==> src/rtl/irq_ctrl_pkg.sv <==
// Shared constants for the interrupt controller: source count, CSR offsets and the
// per-source trigger mode encoding.
package irq_ctrl_pkg;

  localparam int unsigned NUM_SRC = 6;

  // Byte offsets of the bus-visible registers; address bits [1:0] are ignored.
  localparam logic [3:0] OFF_PENDING = 4'h0;
  localparam logic [3:0] OFF_ENABLE  = 4'h4;
  localparam logic [3:0] OFF_MODE    = 4'h8;
  localparam logic [3:0] OFF_CLAIM   = 4'hC;

  localparam logic MODE_LEVEL = 1'b0;
  localparam logic MODE_EDGE  = 1'b1;

  // Claim id of source index k (0 means nothing claimable).
  function automatic logic [31:0] src_id(input int unsigned k);
    return 32'(k + 1);
  endfunction

endpackage

==> src/rtl/sync_2ff.sv <==
// Two-flop synchronizer for asynchronous level inputs, one flop pair per bit.
module sync_2ff #(
  parameter int unsigned WIDTH = 1
) (
  input  logic             i_CLK,
  input  logic             i_RST,
  input  logic [WIDTH-1:0] i_D,
  output logic [WIDTH-1:0] o_Q
);

  logic [WIDTH-1:0] r_meta;
  logic [WIDTH-1:0] r_sync;

  always_ff @(posedge i_CLK) begin
    if (i_RST) begin
      r_meta <= '0;
      r_sync <= '0;
    end else begin
      r_meta <= i_D;
      r_sync <= r_meta;
    end
  end

  assign o_Q = r_sync;

endmodule

==> src/rtl/irq_ctrl.sv <==
// Interrupt controller: synchronized sources latch into PENDING (edge or level), gated by
// ENABLE and INSERVICE onto o_MEI; a small CSR bus provides W1C, claim and complete.
module irq_ctrl
  import irq_ctrl_pkg::*;
#(
  parameter int unsigned NUM_SRC = irq_ctrl_pkg::NUM_SRC
) (
  input  logic               i_CLK,
  input  logic               i_RST,
  input  logic [NUM_SRC-1:0] i_SRC,
  input  logic               i_BUS_EN,
  input  logic               i_BUS_WE,
  input  logic [3:0]         i_BUS_ADDR,
  input  logic [31:0]        i_BUS_WDATA,
  output logic [31:0]        o_BUS_RDATA,
  output logic               o_BUS_ACK,
  output logic [NUM_SRC-1:0] o_MEI
);

  logic [NUM_SRC-1:0] w_s;

  logic [NUM_SRC-1:0] r_src_prev;
  logic [NUM_SRC-1:0] r_pending;
  logic [NUM_SRC-1:0] r_enable;
  logic [NUM_SRC-1:0] r_mode;
  logic [NUM_SRC-1:0] r_inservice;
  logic [31:0]        r_rdata;
  logic               r_ack;

  logic [3:0]         w_off;
  logic               w_rd;
  logic               w_wr;
  logic               w_unused_addr;
  logic [NUM_SRC-1:0] w_active;
  logic [NUM_SRC-1:0] w_set;
  logic [NUM_SRC-1:0] w_claim_vec;
  logic [31:0]        w_claim_id;
  logic [NUM_SRC-1:0] w_w1c;
  logic [NUM_SRC-1:0] w_claim_clr;
  logic [NUM_SRC-1:0] w_cmp_vec;
  logic [NUM_SRC-1:0] w_pending_d;
  logic [NUM_SRC-1:0] w_enable_d;
  logic [NUM_SRC-1:0] w_mode_d;
  logic [NUM_SRC-1:0] w_inservice_d;
  logic [31:0]        w_rdata_d;

  sync_2ff #(
    .WIDTH (NUM_SRC)
  ) u_sync (
    .i_CLK (i_CLK),
    .i_RST (i_RST),
    .i_D   (i_SRC),
    .o_Q   (w_s)
  );

  assign w_off         = {i_BUS_ADDR[3:2], 2'b00};
  assign w_unused_addr = ^i_BUS_ADDR[1:0];
  assign w_rd          = i_BUS_EN & ~i_BUS_WE;
  assign w_wr          = i_BUS_EN & i_BUS_WE;
  assign w_active      = r_pending & r_enable & ~r_inservice;

  // Pending set sources: rising edge of s in edge mode, s high while idle in level mode.
  always_comb begin
    w_set = '0;
    for (int unsigned k = 0; k < NUM_SRC; k++) begin
      if (r_mode[k] == MODE_EDGE) begin
        w_set[k] = w_s[k] & ~r_src_prev[k];
      end else begin
        w_set[k] = w_s[k] & ~r_inservice[k];
      end
    end
  end

  // Lowest-index claimable source wins.
  always_comb begin
    w_claim_vec = '0;
    w_claim_id  = '0;
    for (int unsigned k = 0; k < NUM_SRC; k++) begin
      if (w_active[k] && (w_claim_id == '0)) begin
        w_claim_vec[k] = 1'b1;
        w_claim_id     = src_id(k);
      end
    end
  end

  always_comb begin
    w_cmp_vec = '0;
    for (int unsigned k = 0; k < NUM_SRC; k++) begin
      w_cmp_vec[k] = (i_BUS_WDATA == src_id(k)) & r_inservice[k];
    end
  end

  always_comb begin
    w_w1c       = '0;
    w_claim_clr = '0;
    w_enable_d  = r_enable;
    w_mode_d    = r_mode;
    w_rdata_d   = '0;
    if (w_wr) begin
      case (w_off)
        OFF_PENDING: w_w1c      = i_BUS_WDATA[NUM_SRC-1:0];
        OFF_ENABLE:  w_enable_d = i_BUS_WDATA[NUM_SRC-1:0];
        OFF_MODE:    w_mode_d   = i_BUS_WDATA[NUM_SRC-1:0];
        default:     ;
      endcase
    end
    if (w_rd) begin
      case (w_off)
        OFF_PENDING: w_rdata_d = 32'(r_pending);
        OFF_ENABLE:  w_rdata_d = 32'(r_enable);
        OFF_MODE:    w_rdata_d = 32'(r_mode);
        OFF_CLAIM: begin
          w_rdata_d   = w_claim_id;
          w_claim_clr = w_claim_vec;
        end
        default:     ;
      endcase
    end
  end

  // A same-cycle set beats any clear of the same bit.
  assign w_pending_d   = (r_pending & ~(w_w1c | w_claim_clr)) | w_set;
  assign w_inservice_d = (w_wr && (w_off == OFF_CLAIM)) ? (r_inservice & ~w_cmp_vec)
                                                        : (r_inservice | w_claim_clr);

  always_ff @(posedge i_CLK) begin
    if (i_RST) begin
      r_src_prev  <= '0;
      r_pending   <= '0;
      r_enable    <= '0;
      r_mode      <= '0;
      r_inservice <= '0;
      r_rdata     <= '0;
      r_ack       <= 1'b0;
    end else begin
      r_src_prev  <= w_s;
      r_pending   <= w_pending_d;
      r_enable    <= w_enable_d;
      r_mode      <= w_mode_d;
      r_inservice <= w_inservice_d;
      r_rdata     <= w_rdata_d;
      r_ack       <= i_BUS_EN;
    end
  end

  assign o_BUS_RDATA = r_rdata;
  assign o_BUS_ACK   = r_ack;
  assign o_MEI       = w_active;

  a_claim_onehot: assert property (@(posedge i_CLK) $onehot0(w_claim_vec));
  a_mei_masked:   assert property (@(posedge i_CLK) (o_MEI & r_inservice) == '0);

endmodule
==> config.mk <==
export PLATFORM = sky130hd
export DESIGN_NAME = irq_ctrl
export DESIGN_NICKNAME = d
export VERILOG_FILES = /design/src/rtl/irq_ctrl_pkg.sv /design/src/rtl/sync_2ff.sv /design/src/rtl/irq_ctrl.sv
export SDC_FILE = /design/constraint.sdc
export NUM_CORES = 1
export LEC_CHECK = 0
export ABC_AREA = 1
export CAP_MARGIN = 20
export CORE_UTILIZATION = 40
export CTS_CLUSTER_DIAMETER = 120
export DETAILED_ROUTE_END_ITERATION = 10
export GPL_TIMING_DRIVEN = 0
export HOLD_SLACK_MARGIN = 0.03
export PLACE_DENSITY = 0.77
export SYNTH_ARGS = -nofsm -noshare
export SYNTH_HDL_FRONTEND = slang
export SYNTH_SLANG_ARGS = --single-unit
==> constraint.sdc <==
create_clock -name i_CLK -period 1.15 [get_ports i_CLK]
set_input_delay 0.2875 -clock i_CLK [delete_from_list [all_inputs] [get_ports i_CLK]]
set_output_delay 0.2875 -clock i_CLK [all_outputs]
set_load 0.03 [all_outputs]
; Yosys cells after proc, flatten, opt, wreduce, memory -nomap -nowiden
; Cells that the tools add are included.
[totals]
wordCells = 101
reg_bits = 75
out_inout_bits = 39
[classes]
muxes = 24
eq_ne = 9
n_reduce_logical = 15
bitwise = 44
[ops]
columns = op, count
row1 = $logic_not 32->1, 5
row2 = $mux 32, 5
row3 = $pmux 32 s4, 1
row4 = $eq 32x3->1 const B, 3
row5 = $eq 32x2->1 const B, 2
row6 = $eq 32x1->1 const B, 1
row7 = $mux 6, 5
row8 = $and 6x6->6, 4
row9 = $and 1x1->1, 20
row10 = $not 6->6, 3
row11 = $or 6x6->6, 3
row12 = $not 1->1, 14
row13 = $mux 1, 13
row14 = $logic_and 1x1->1, 6
row15 = $eq 2x2->1 const B, 2
row16 = $logic_not 4->1, 1
row17 = $reduce_and 2->1, 2
row18 = $eq 2x1->1 const B, 1
row19 = $reduce_or 2->1, 1

; Logic depth before layout (Yosys ltp)
[logic_depth]
word_depth = 24
ltp_mapped = 8

; Cells and area by module
; From an unflattened synthesis, not the netlist that was laid out.
[unflattened]
cells_unflattened = 327
area_unflattened_um2 = 2298.5
[by_module_without_submodules]
columns = mod, instances, cells_per_inst, seq_area_each_um2, area_per_inst_um2
row1 = irq_ctrl, 1, 290, 740.7, 1956.9
row2 = sync_2ff, 1, 37, 240.2, 341.6

; Least setup slack after synthesis
; OpenSTA, ideal clock, no wires.
[synth_path]
path_type = reg-to-reg
start = register r_pending[4]
end = register r_pending[4]
slack_ps = -302
arrival_time_ps = 1320
n_path_buf = 0
required_ps = 1018
synth_period_minus_slack_ps = 1452
path_stages_with_launch = 8
setup_time_ps = 132
cell_sequence = dfxtp_1 > nand2_1 > nor2_1 > nand2_1 > nor2_1 > nand2_1 > o211ai_1 > a21oi_1
[synth_via]
elab_chain_len = 10
[synth_lines]
columns = element, line_no
row1 = from (decl), irq_ctrl.sv:23  ; logic [NUM_SRC-1:0] r_pending;
row2 = from (signal assigned), irq_ctrl.sv:137  ; r_pending <= w_pending_d;
row3 = $and 6x6->6 (2 in a row), irq_ctrl.sv:60  ; assign w_active = r_pending & r_enable & ~r_inservice;
row4 = net o_MEI[4], irq_ctrl.sv:17  ; output logic [NUM_SRC-1:0] o_MEI
row5 = $logic_and 1x1->1, irq_ctrl.sv:79  ; if (w_active[k] && (w_claim_id == '0)) begin
row6 = $mux 1, irq_ctrl.sv:79
row7 = $mux 6, irq_ctrl.sv:108  ; case (w_off)
row8 = $mux 6, irq_ctrl.sv:107  ; if (w_rd) begin
row9 = $or 6x6->6, irq_ctrl.sv:122  ; assign w_pending_d = (r_pending & ~(w_w1c | w_claim_clr)) | w_set;
row10 = $not 6->6, irq_ctrl.sv:122
row11 = $and 6x6->6, irq_ctrl.sv:122
row12 = $or 6x6->6, irq_ctrl.sv:122
; The timed path passes the listed nets, and every way through them passes these cells.
; A chain may end at the register's enable or synchronous reset.

; Worst setup path after layout
[layout_path]
start = register r_pending[4]
end = output port o_MEI[4]
[layout_via]
elab_chain_len = 2
[layout_lines]
columns = element, line_no
row1 = $and 6x6->6 (2 in a row), irq_ctrl.sv:60
row2 = to (decl), irq_ctrl.sv:17
; Every way passes these cells.

==> impl_metrics.py <==
metrics = {
    "outcome": {
        "status": "complete, but fails checks",
        "violations": "setup timing",
    },
    "min_path": {
        "worstHoldStart": "i_BUS_WDATA[5]",
        "holdPathStages": 4,
        "min_to": "r_mode[5]",
        "hold_class": "input pin to flop",
    },
    "routing": {
        "drc": 0,
        "antenna_left": 0,
        "vias": 2346,
        "finalWirelength_um": 6290,
        "detail_route.wl_per_cell_um": 12.6,
        "vias_per_cell": 4.70,
        "drtIter0Drc": 219,
        "drtPass1Iterations": 4,
    },
    "final_layout": {
        "fin_cells": 499,
        "layout_common_cells": "buf_4, nor2_1, dfxtp_1",
        "layout.nets": 475,
        "syn2layout_area_growth_pct": 51.2,
        "n_fill_cell": 426,
        "antenna_cells": 0,
        "final_common_cell": "buf_4",
        "drive_gt1_frac": 0.415,
        "multi_input_area_um2": 1170,
        "seqCellArea_um2": 1000,
    },
    "setup_path": {
        "required_ns": 0.86,
        "crit_buf_inv": 1,
        "cp_slowest_stage_delay_ns": 0.35,
        "rrSetupSlack_ns": -0.08,
        "critPathKind": "flop to output port",
        "end_kind": "output port",
        "cp_slowest_cell": "dfxtp_2",
        "crit_path_max_fanout": 3,
        "reg2regPathDepth": 8,
        "cp_cell_sequence": "nand2_2 > nor2_4 > buf_6",
        "crit_family": "flip-flops",
        "reg2reg_from": "r_inservice[2]",
        "critPathArrivalTime_ns": 1.00,
        "worstReg2RegEnd": "r_pending[5]",
        "worst_setup_path_start_kind": "flop",
    },
    "die": {
        "die_area_um2": 5950,
        "io_pins": 85,
        "die_w_um": 77.1,
        "die_h_um": 77.1,
        "core_um2": 5270,
        "num_rows": 26,
        "start_util": 0.428,
    },
    "synth": {
        "synth_fa_ha_area_frac": 0,
        "syn_area_per_cell_um2": 7.17,
        "yosys.area_share.simple": 0.217,
        "synth.largest_area_cell": "dfxtp_1",
        "synth.yosys.seq_area_share": 0.435,
        "yosys_warnings": 0,
        "yosysTopAreaCellShare": 0.435,
        "synth-xor-area-share": 0,
        "synth_top_family_by_area": "simple AND/OR/NAND/NOR gates",
        "synth_compound_area_frac": 0.162,
        "synth.area.mux_share": 0,
        "syn_inst": 315,
        "synth.area.top_cells": "dfxtp_1, buf_4, inv_1, nor2_1, a21oi_1",
        "synth_seq_cells": 49,
        "netlist_area_um2": 2260,
        "ys_types": 21,
    },
    "timing": {
        "final-max-slew-violation-count": 0,
        "fin_crit_sh": 1.12,
        "setup_viol": 13,
        "finClkSkew_ns": 0.00810,
        "fmax_mhz": 778,
        "hold_viol_final": 0,
        "worst_slack_ns": -0.136,
        "fin_crit_ns": 1.29,
        "rsz0062_at_grt": "true",
    },
    "clocking": {
        "clockBufferDepth": 2,
        "cts_hold_buf": 0,
        "cts_tree": "yes",
        "cts_sinks": 49,
        "clkTransAtPathRegs_ns": 0.08,
        "clk_latency_ns": 0.30,
        "cts-htree-levels": 2,
        "numCtsBuffers": 5,
        "cts_root_buffer": "clkbuf_8",
    },
    "global_routing": {
        "gr-total-overflow": 0,
        "grt_use_total": 0.211,
        "grt_max_degree": 14,
        "antenna_found_initial": 0,
        "first_global_vias": 2248,
        "grt_pass1_wl_um": 10000,
    },
    "place": {
        "io_buffers": 56,
        "pre_cts_slack_ns": -0.783,
        "detailed_place_hpwl_um": 3920,
        "globalplace.congestion": 0.913,
        "place_inst": 466,
    },
    "pwr": {
        "powerDensity_nw_per_um2": 995,
        "power.leakage_nw": 1.64,
        "peakVddDrop_mv": 0.676,
    },
    "flow_run": {
        "maxCapViolCount": 0,
    },
}
[per-layer routing]
layer,GRT usage,up-vias,routed length (µm)
li1,-,1174,-
met1,0.251,1036,2450
met2,0.358,120,3160
met3,0.0452,16,522
met4,0.102,0,157
met5,0,-,0
[synthesized netlist by cell type]
cell type  number
nor3_1          2
dfxtp_1        49
buf_4          27
clkbuf_1        4
conb_1          1
o211ai_1        6
inv_1          49
buf_2           1
a21oi_1        35
o21ai_0        18
nand4_1         1
o21ai_1         4
nor2_1         49
nand2_2         1
nand3_1        17
inv_2           3
nor2_2          2
nor3_2          2
a22o_1          4
nor2_4          2
nand2_1        38
[final cells by class]
class	count	share of cell area
multi-input cells	207	0.342
flip-flops and latches	49	0.294
repair buffers	82	0.182
plain buffers	32	0.0733
inverters	52	0.0572
well taps	70	0.0257
clock buffers	7	0.0253
[worst register-to-register path, delay by kind of cell, from the launching register on]
family	cells	cell delay (ns)
buf+inv	2	0.14
compound gates	2	0.17
simple gates	4	0.50
flops	1	0.33
[power breakdown]
group,internal (W),switching [W],total [W]
Combinational,0.000252,0.000346,0.000597
Clock,0.000478,0.000534,0.00101
Sequential,0.00175,0.0000352,0.00179
Total,0.00248,0.000915,0.00340
[worst max-delay path by stage]
stage,cells past startpoint,startpoint,end
2_1_floorplan,7,r_pending[4],r_pending[4]
3_3_place_gp,4,i_RST,u_sync.o_Q[1]
3_5_place_dp,4,i_RST,u_sync.o_Q[2]
4_1_cts,4,r_inservice[1],o_MEI[1]
5_1_grt,3,r_pending[4],o_MEI[4]
6_report,3,r_pending[4],o_MEI[4]
[cell families after synthesis]
| logic type | after synthesis |
|---|---|
| AOI/OAI and AO/OA | 67 |
| buffers and inverters | 84 |
| DFF | 49 |
| other | 1 |
| and+or+nand+nor | 114 |
[flip-flops by register name (all words and copies together), names as in the netlist]
signal         count
r_enable           6
u_sync.r_meta      6
r_inservice        6
r_pending          6
o_BUS_RDATA        6
r_src_prev         6
r_mode             6
u_sync.o_Q         6
o_BUS_ACK          1
[through the flow]
step | util | hold slack, ns | TNS, ns | power [W] | area [µm²]
2_1_floorplan | - | 0.388 | -0.00898 | 0.00215 | 2370
3_3_place_gp | 0.573 | 0.388 | -33.72 | 0.00236 | 3020
3_5_place_dp | 0.573 | 0.395 | -34.19 | 0.00237 | 3020
4_1_cts | 0.638 | 0.393 | -0.578 | 0.00337 | 3360
5_1_grt | 0.648 | 0.357 | -1.73 | 0.00354 | 3410
6_report | 0.648 | 0.349 | -0.899 | 0.00340 | 3410
[repair_timing]
item	CTS	global route
pin swaps	38	14
buffers inserted	21	5
endpoints found under the setup margin	62	41
resized for setup	180	73
Power figures use the tool's default switching activity.
